--- src/rtl/layer_mixer_if.sv ---
// CPU control-register bus for layer_mixer: register index, write data/strobe
// and combinational readback. The CPU side uses master, the mixer uses slave.
interface layer_mixer_if;
  logic [1:0] addr;
  logic [7:0] data_in;
  logic       write;
  logic [7:0] mixer_data_out;

  modport master (
    output addr,
    output data_in,
    output write,
    input  mixer_data_out
  );

  modport slave (
    input  addr,
    input  data_in,
    input  write,
    output mixer_data_out
  );
endinterface

--- src/rtl/layer_mixer.sv ---
// Final compositing stage: per-pixel layer priority select, background fallback,
// global brightness scaling and a frame-stepped fade engine driving the level.
module layer_mixer #(
  parameter int FADE_STEP_FRAMES = 2,
  parameter int MAX_LEVEL        = 8
) (
  input  logic       clk,
  input  logic       reset_n,
  input  logic       pause,
  input  logic       hblank,
  input  logic       vblank,
  layer_mixer_if.slave bus,
  input  logic [7:0] tilemap_r,
  input  logic [7:0] tilemap_g,
  input  logic [7:0] tilemap_b,
  input  logic       tilemap_a,
  input  logic [7:0] charmap_r,
  input  logic [7:0] charmap_g,
  input  logic [7:0] charmap_b,
  input  logic       charmap_a,
  input  logic [7:0] sprite_r,
  input  logic [7:0] sprite_g,
  input  logic [7:0] sprite_b,
  input  logic       sprite_a,
  output logic [7:0] video_r,
  output logic [7:0] video_g,
  output logic [7:0] video_b,
  output logic       video_hblank,
  output logic       video_vblank
);

  localparam logic [1:0] ST_IDLE     = 2'd0;
  localparam logic [1:0] ST_FADE_OUT = 2'd1;
  localparam logic [1:0] ST_FADE_IN  = 2'd2;

  localparam logic [3:0] MAX_L    = 4'(MAX_LEVEL);
  localparam logic [3:0] STEP     = 4'(FADE_STEP_FRAMES);
  localparam logic [3:0] STEP_END = STEP - 4'd1;

  // Control state
  logic [3:0] reg0;
  logic [7:0] reg1;
  logic [7:0] reg2;
  logic [3:0] level;
  logic [1:0] state;
  logic [3:0] frame_cnt;
  logic       vblank_q;
  logic       vb_edge;

  // Pipeline state
  logic [7:0] s1_r, s1_g, s1_b;
  logic       s1_hblank, s1_vblank;

  logic       wr0, wr1, wr2, wr3;
  logic [3:0] wr_level;

  assign wr0 = bus.write && (bus.addr == 2'd0);
  assign wr1 = bus.write && (bus.addr == 2'd1);
  assign wr2 = bus.write && (bus.addr == 2'd2);
  assign wr3 = bus.write && (bus.addr == 2'd3);

  assign wr_level = (bus.data_in > {4'b0000, MAX_L}) ? MAX_L : bus.data_in[3:0];

  // Paused frames are discarded, not deferred
  assign vb_edge = vblank && !vblank_q && !pause;

  always_comb begin
    bus.mixer_data_out = '0;
    case (bus.addr)
      2'd0:    bus.mixer_data_out = {4'b0000, reg0};
      2'd1:    bus.mixer_data_out = reg1;
      2'd2:    bus.mixer_data_out = reg2;
      default: bus.mixer_data_out = {4'b0000, level};
    endcase
  end

  always_ff @(posedge clk or negedge reset_n) begin
    if (!reset_n) begin
      reg0      <= 4'h7;
      reg1      <= '0;
      reg2      <= '0;
      level     <= MAX_L;
      state     <= ST_IDLE;
      frame_cnt <= '0;
      vblank_q  <= 1'b0;
    end else begin
      vblank_q <= vblank;
      if (wr0) reg0 <= bus.data_in[3:0];
      if (wr1) reg1 <= bus.data_in;

      case (state)
        ST_IDLE: begin
          if (wr2) begin
            reg2      <= bus.data_in;
            frame_cnt <= '0;
            if (bus.data_in == 8'd1)      state <= ST_FADE_OUT;
            else if (bus.data_in == 8'd2) state <= ST_FADE_IN;
          end else if (wr3) begin
            level <= wr_level;
          end
        end

        // Target check first so a fade started at its target ends next cycle
        ST_FADE_OUT: begin
          if (level == '0) begin
            state <= ST_IDLE;
            reg2  <= '0;
          end else if (vb_edge) begin
            if (frame_cnt == STEP_END) begin
              frame_cnt <= '0;
              level     <= level - 4'd1;
              if (level == 4'd1) begin
                state <= ST_IDLE;
                reg2  <= '0;
              end
            end else begin
              frame_cnt <= frame_cnt + 4'd1;
            end
          end
        end

        ST_FADE_IN: begin
          if (level >= MAX_L) begin
            state <= ST_IDLE;
            reg2  <= '0;
          end else if (vb_edge) begin
            if (frame_cnt == STEP_END) begin
              frame_cnt <= '0;
              level     <= level + 4'd1;
              if (level == MAX_L - 4'd1) begin
                state <= ST_IDLE;
                reg2  <= '0;
              end
            end else begin
              frame_cnt <= frame_cnt + 4'd1;
            end
          end
        end

        default: state <= ST_IDLE;
      endcase
    end
  end

  // Stage 1: layer visibility and priority
  logic        tm_vis, cm_vis, sp_vis;
  logic [23:0] bg_rgb;
  logic [23:0] sel_rgb;

  assign tm_vis = reg0[0] && tilemap_a;
  assign cm_vis = reg0[1] && charmap_a;
  assign sp_vis = reg0[2] && sprite_a;

  assign bg_rgb = {reg1[7:5], reg1[7:5], reg1[7:6],
                   reg1[4:2], reg1[4:2], reg1[4:3],
                   {4{reg1[1:0]}}};

  always_comb begin
    sel_rgb = bg_rgb;
    if (cm_vis)
      sel_rgb = {charmap_r, charmap_g, charmap_b};
    else if (reg0[3] && tm_vis)
      sel_rgb = {tilemap_r, tilemap_g, tilemap_b};
    else if (sp_vis)
      sel_rgb = {sprite_r, sprite_g, sprite_b};
    else if (tm_vis)
      sel_rgb = {tilemap_r, tilemap_g, tilemap_b};
  end

  always_ff @(posedge clk or negedge reset_n) begin
    if (!reset_n) begin
      s1_r      <= '0;
      s1_g      <= '0;
      s1_b      <= '0;
      s1_hblank <= 1'b0;
      s1_vblank <= 1'b0;
    end else begin
      s1_r      <= sel_rgb[23:16];
      s1_g      <= sel_rgb[15:8];
      s1_b      <= sel_rgb[7:0];
      s1_hblank <= hblank;
      s1_vblank <= vblank;
    end
  end

  // Stage 2: brightness scale (c * level) >> 3, truncated to 8 bits
  function automatic logic [7:0] scale(input logic [7:0] c, input logic [3:0] lvl);
    logic [11:0] prod;
    prod = {4'b0000, c} * {8'h00, lvl};
    return 8'(prod >> 3);
  endfunction

  logic s1_blank;
  assign s1_blank = s1_hblank || s1_vblank;

  always_ff @(posedge clk or negedge reset_n) begin
    if (!reset_n) begin
      video_r      <= '0;
      video_g      <= '0;
      video_b      <= '0;
      video_hblank <= 1'b0;
      video_vblank <= 1'b0;
    end else begin
      video_r      <= s1_blank ? 8'h00 : scale(s1_r, level);
      video_g      <= s1_blank ? 8'h00 : scale(s1_g, level);
      video_b      <= s1_blank ? 8'h00 : scale(s1_b, level);
      video_hblank <= s1_hblank;
      video_vblank <= s1_vblank;
    end
  end

endmodule

--- src/flat_wrapper.sv ---
// flat-port wrapper written by rule: the top's interface ports become plain ports
module layer_mixer_flat 
#(
  parameter int FADE_STEP_FRAMES = 2,
  parameter int MAX_LEVEL        = 8
)
  (clk, reset_n, pause, hblank, vblank, tilemap_r, tilemap_g, tilemap_b, tilemap_a, charmap_r, charmap_g, charmap_b, charmap_a, sprite_r, sprite_g, sprite_b, sprite_a, video_r, video_g, video_b, video_hblank, video_vblank, bus_addr, bus_data_in, bus_write, bus_mixer_data_out);
  layer_mixer_if bus_i ();
  input  logic clk;
  input  logic reset_n;
  input  logic pause;
  input  logic hblank;
  input  logic vblank;
  input  logic [7:0] tilemap_r;
  input  logic [7:0] tilemap_g;
  input  logic [7:0] tilemap_b;
  input  logic tilemap_a;
  input  logic [7:0] charmap_r;
  input  logic [7:0] charmap_g;
  input  logic [7:0] charmap_b;
  input  logic charmap_a;
  input  logic [7:0] sprite_r;
  input  logic [7:0] sprite_g;
  input  logic [7:0] sprite_b;
  input  logic sprite_a;
  output logic [7:0] video_r;
  output logic [7:0] video_g;
  output logic [7:0] video_b;
  output logic video_hblank;
  output logic video_vblank;
  input wire logic [$bits(bus_i.addr)-1:0] bus_addr;
  input wire logic [$bits(bus_i.data_in)-1:0] bus_data_in;
  input wire logic [$bits(bus_i.write)-1:0] bus_write;
  output wire logic [$bits(bus_i.mixer_data_out)-1:0] bus_mixer_data_out;
  assign bus_i.addr = bus_addr;
  assign bus_i.data_in = bus_data_in;
  assign bus_i.write = bus_write;
  assign bus_mixer_data_out = bus_i.mixer_data_out;
  layer_mixer #(.FADE_STEP_FRAMES(FADE_STEP_FRAMES), .MAX_LEVEL(MAX_LEVEL)) u_core (.clk(clk), .reset_n(reset_n), .pause(pause), .hblank(hblank), .vblank(vblank), .bus(bus_i), .tilemap_r(tilemap_r), .tilemap_g(tilemap_g), .tilemap_b(tilemap_b), .tilemap_a(tilemap_a), .charmap_r(charmap_r), .charmap_g(charmap_g), .charmap_b(charmap_b), .charmap_a(charmap_a), .sprite_r(sprite_r), .sprite_g(sprite_g), .sprite_b(sprite_b), .sprite_a(sprite_a), .video_r(video_r), .video_g(video_g), .video_b(video_b), .video_hblank(video_hblank), .video_vblank(video_vblank));
endmodule
--- config.mk ---
export PLATFORM = sky130hd
export DESIGN_NAME = layer_mixer_flat
export DESIGN_NICKNAME = d
export VERILOG_FILES = /design/src/rtl/layer_mixer_if.sv /design/src/rtl/layer_mixer.sv /design/src/flat_wrapper.sv
export SDC_FILE = /design/constraint.sdc
export NUM_CORES = 1
export LEC_CHECK = 0
export CAP_MARGIN = 20
export CORE_ASPECT_RATIO = 1.25
export CORE_MARGIN = 8
export CORE_UTILIZATION = 57
export DETAILED_ROUTE_END_ITERATION = 8
export PLACE_DENSITY_LB_ADDON = 0.08
export SLEW_MARGIN = 20
export SYNTH_ARGS = -nofsm -noshare
export SYNTH_HDL_FRONTEND = slang
export SYNTH_SLANG_ARGS = --single-unit
export TNS_END_PERCENT = 30
--- constraint.sdc ---
create_clock -name clk -period 6.15 [get_ports clk]
set_clock_uncertainty 0.2 [all_clocks]
set_input_delay 1.23 -clock clk [delete_from_list [all_inputs] [get_ports clk]]
set_output_delay 1.23 -clock clk [all_outputs]
set_load 0.05 [all_outputs]
==> metrics.md <==
| Metric | Value |
|---|---|
| Outcome | `completed` |
| Largest family of logic cells by synthesized area | `adder cells` |
| Crit end category | `output port` |
| R2R setup slack | `approximately 2.1 ns` |
| Synth warn | `0` |
| Longest Clk Path Bufs | `2` |
| Post-Syn Instances | `around 680` |
| Fillers | `860` |
| Remaining antenna violation count after routing | `0` |
| Area of the multi-input gates | `3880 sq um` |
| Layout cells sized above 1 | `6.84%` |
| Max-slew violations | `0` |
| Postcts setup bufs | `0` |
| Post-synthesis simple-gate area fraction | `19.0%` |
| Final worst-path cycle share | `76.8%` |
| Flops & latches, synth | `82` |
| DRC viols | `0` |
| Number of global-route vias before repair | `around 5.4k` |
| CP max stage delay | `0.81 ns` |
| DR WL/cell | `approximately 17 um` |
| Unrepaired setup endpoints after global routing | `false` |
| TNS Setup | `0 ns` |
| Peak VDD IR | `0.000149 V` |
| XOR/XNOR share of the synthesized area | `2.08%` |
| Most numerous cell in the Yosys netlist | `dfrtp_1` |
| Detailed Place HPWL | `between 10 and 15 mm` |
| Via count | `5307` |
| Netlist cell types | `between 50 and 60` |
| Initial antenna violation count | `0` |
| Pwr Density | `303 nW/um^2` |
| Root buffer cell | `clkbuf_16` |
| Sequential area share after synthesis | `32.5%` |
| Avg Inst Size Synth | `9.31 sq um` |
| Synthesized Nets | `roughly 850` |
| Total track usage | `21.8%` |
| First-pass GRT wire length | `25.7 mm` |
| CTS tree | `built` |
| H-tree levels | `3` |
| Cell chain of the critical path | `clkdlybuf4s50_1 > nor2b_1 > a22o_1 > clkdlybuf4s50_1` |
| Final hold vios | `0` |
| First-pass DRT Iterations | `6` |
| CORE AREA | `11000 sq um` |
| Total Wirelength | `between 15 and 20 mm` |
| Die W | `110 um` |
| # IOs | `125` |
| Die Area | `14700 sq um` |
| Final Wtd Congestion | `around 0.91` |
| Clock slew at reported path FFs | `~0.070 ns` |
| Top_reg_cell synth | `dfrtp_1` |
| Hold_buf cts | `0` |
| Final nets | `around 960` |
| Total power | `approximately 2.4 mW` |
| Multiplexer share of the synthesized area | `3.92%` |
| Final setup fails | `0` |
| Pin count of the biggest net entering global routing | `83` |
| Synth Area in Adders | `between 20% and 30%` |
| Ys async rst share | `between 90% and 100%` |
| Total congestion overflow | `0` |
| Synthesis-to-layout area growth | `25.5%` |
| Crit path max-delay cell type | `clkdlybuf4s50_1` |
| Final min period | `about 4.7 ns` |
| Rel. slew slack | `28.9%` |
| Placed Instances | `just over 900` |
| Fmax | `between 200 and 250 MHz` |
| Total CTS buffers | `9` |
| Max FO, Critical Path | `8` |
| Worst-Skew Late Latency | `0.35 ns` |
| CP most frequent cell | `clkdlybuf4s50_1` |
| Synthesized cell area | `6320 sq um` |
| Cts repair resizes | `0` |
| Fin cells | `925` |
| Synth area leader | `dfrtp_1` |
| DR iter-0 viols | `257` |
| Seq. cell area | `2060 sq um` |
| Die Y | `134 um` |
| Setup CP Type | `in -> out` |
| Hold WC Path Type | `reg -> reg` |
| Worst Tran Pin Value | `1.07 ns` |
| Complex-gate fraction of the synthesized area | `16.1%` |
| Leak pwr | `3.58 nW` |
| Max-Cap Viols | `0` |
| Post-synth top area share | `a little under a third` |
| Critical path startpoint category | `input port` |
| Sink Count | `82` |
| PortBufs | `124` |
| WP data arrival | `3.30 ns` |
| Via density | `5.74` |
| Row cnt | `43` |
| Number of flops mapped to enable cells by yosys | `0` |
| Synth area leaders | `dfrtp_1, fa_1, ha_1, and2_1, inv_1` |
| Ant diodes | `0` |
| Initial Util | `57.6%` |
| WP data required | `roughly 4.7 ns` |
| Commonest cells post-synth | `dfrtp_1, inv_1, nand2_1` |
per-layer routing:
| metal | part of all wire, % | wire length, um | global-route usage [%] | vias to the layer above |
|---|---|---|---|---|
| met1 | 42 | 6620 | 26.1 | 2564 |
| met3 | 5.4 | 845 | 3.96 | 34 |
| li1 | - | - | - | 2547 |
| met5 | 0 | 0 | 0 | - |
| met4 | 3.3 | 515 | 9.87 | 0 |
| met2 | 49 | 7810 | 36.8 | 162 |
where the power goes:
part / switching, mW / internal [mW]
clock: 0.237 / 0.331
combinational: 0.597 / 0.450
sequential: 0.131 / 0.653
metrics by stage:
stage | util (%) | instance area (sq um) | hold slack (ns) | setup slack, ns
after floorplan | - | 6320 | 0.147 | 2.34
after global placement | 69.3 | 7610 | 0.154 | 1.47
after detailed placement | 69.4 | 7610 | 0.166 | 1.40
after CTS | 72.2 | 7930 | 0.182 | 1.40
after global routing | 72.3 | 7930 | 0.188 | 1.32
final | 72.3 | 7930 | 0.182 | 1.42
area by class of cell:
class | instances | area share (%)
Multi-Input combinational cell | 498 | 48.9
Tap cell | 135 | 2.13
Timing Repair Buffer | 126 | 15.9
Sequential cell | 82 | 25.9
Inverter | 68 | 3.22
Clock inverter | 6 | 0.915
Clock buffer | 10 | 3.01
cell usage in the layout, fill, tap and decap left out, types with 7 or more instances in the layout:
master	instances
a21oi_1	20
o21a_1	14
a22oi_1	12
mux2_2	14
clkdlybuf4s50_1	123
a222oi_1	7
o21ai_1	8
nand3_1	8
nand2_1	64
o21ai_0	29
nand2b_1	9
clkbuf_16	9
nor2_1	42
ha_1	45
nor2b_1	8
and2_1	62
a31oi_1	16
xor2_1	9
dfrtp_1	78
inv_1	68
fa_1	36
nor3_1	16
worst paths after layout:
check	startpoint	cells past startpoint	to
setup / recovery	bus_addr[0]	4	bus_mixer_data_out[5]
hold / removal	u_core.s1_hblank$_DFF_PN0_	0	u_core.video_hblank$_DFF_PN0_
setup reg to reg	u_core.level[2]$_DFFE_PN0P_	11	u_core.video_b[7]$_DFF_PN0_
hold reg to reg	u_core.s1_hblank$_DFF_PN0_	0	u_core.video_hblank$_DFF_PN0_
max in group asynchronous	reset_n	1	u_core.s1_r[7]$_DFF_PN0_
min in group asynchronous	reset_n	1	u_core.video_b[3]$_DFF_PN0_
flip-flops by register name (all words and copies together) (netlist names), 2 cells and up:
signal and flops:
u_core.frame_cnt 4, u_core.level 4, u_core.reg0 4, u_core.reg1 8, u_core.reg2 8, u_core.s1_b 8
u_core.s1_g 8, u_core.s1_r 8, u_core.state 2, u_core.video_b 8, u_core.video_g 8, u_core.video_r 8
critical path: cells and delay by family:
kind | cells | cell delay [ns]
buf+inv | 2 | 1.51
simple gates | 1 | 0.36
compound gates | 1 | 0.20
cell families (layout without fill, tap and decap cells):
group	count (synthesis)	after routing
fa+ha+maj	81	81
buf+inv	99	210
compound gates	148	148
mux	18	18
simple gates	236	236
flops	82	82
xor+xnor	15	15
No activity file was read; power rests on OpenSTA's default activity.
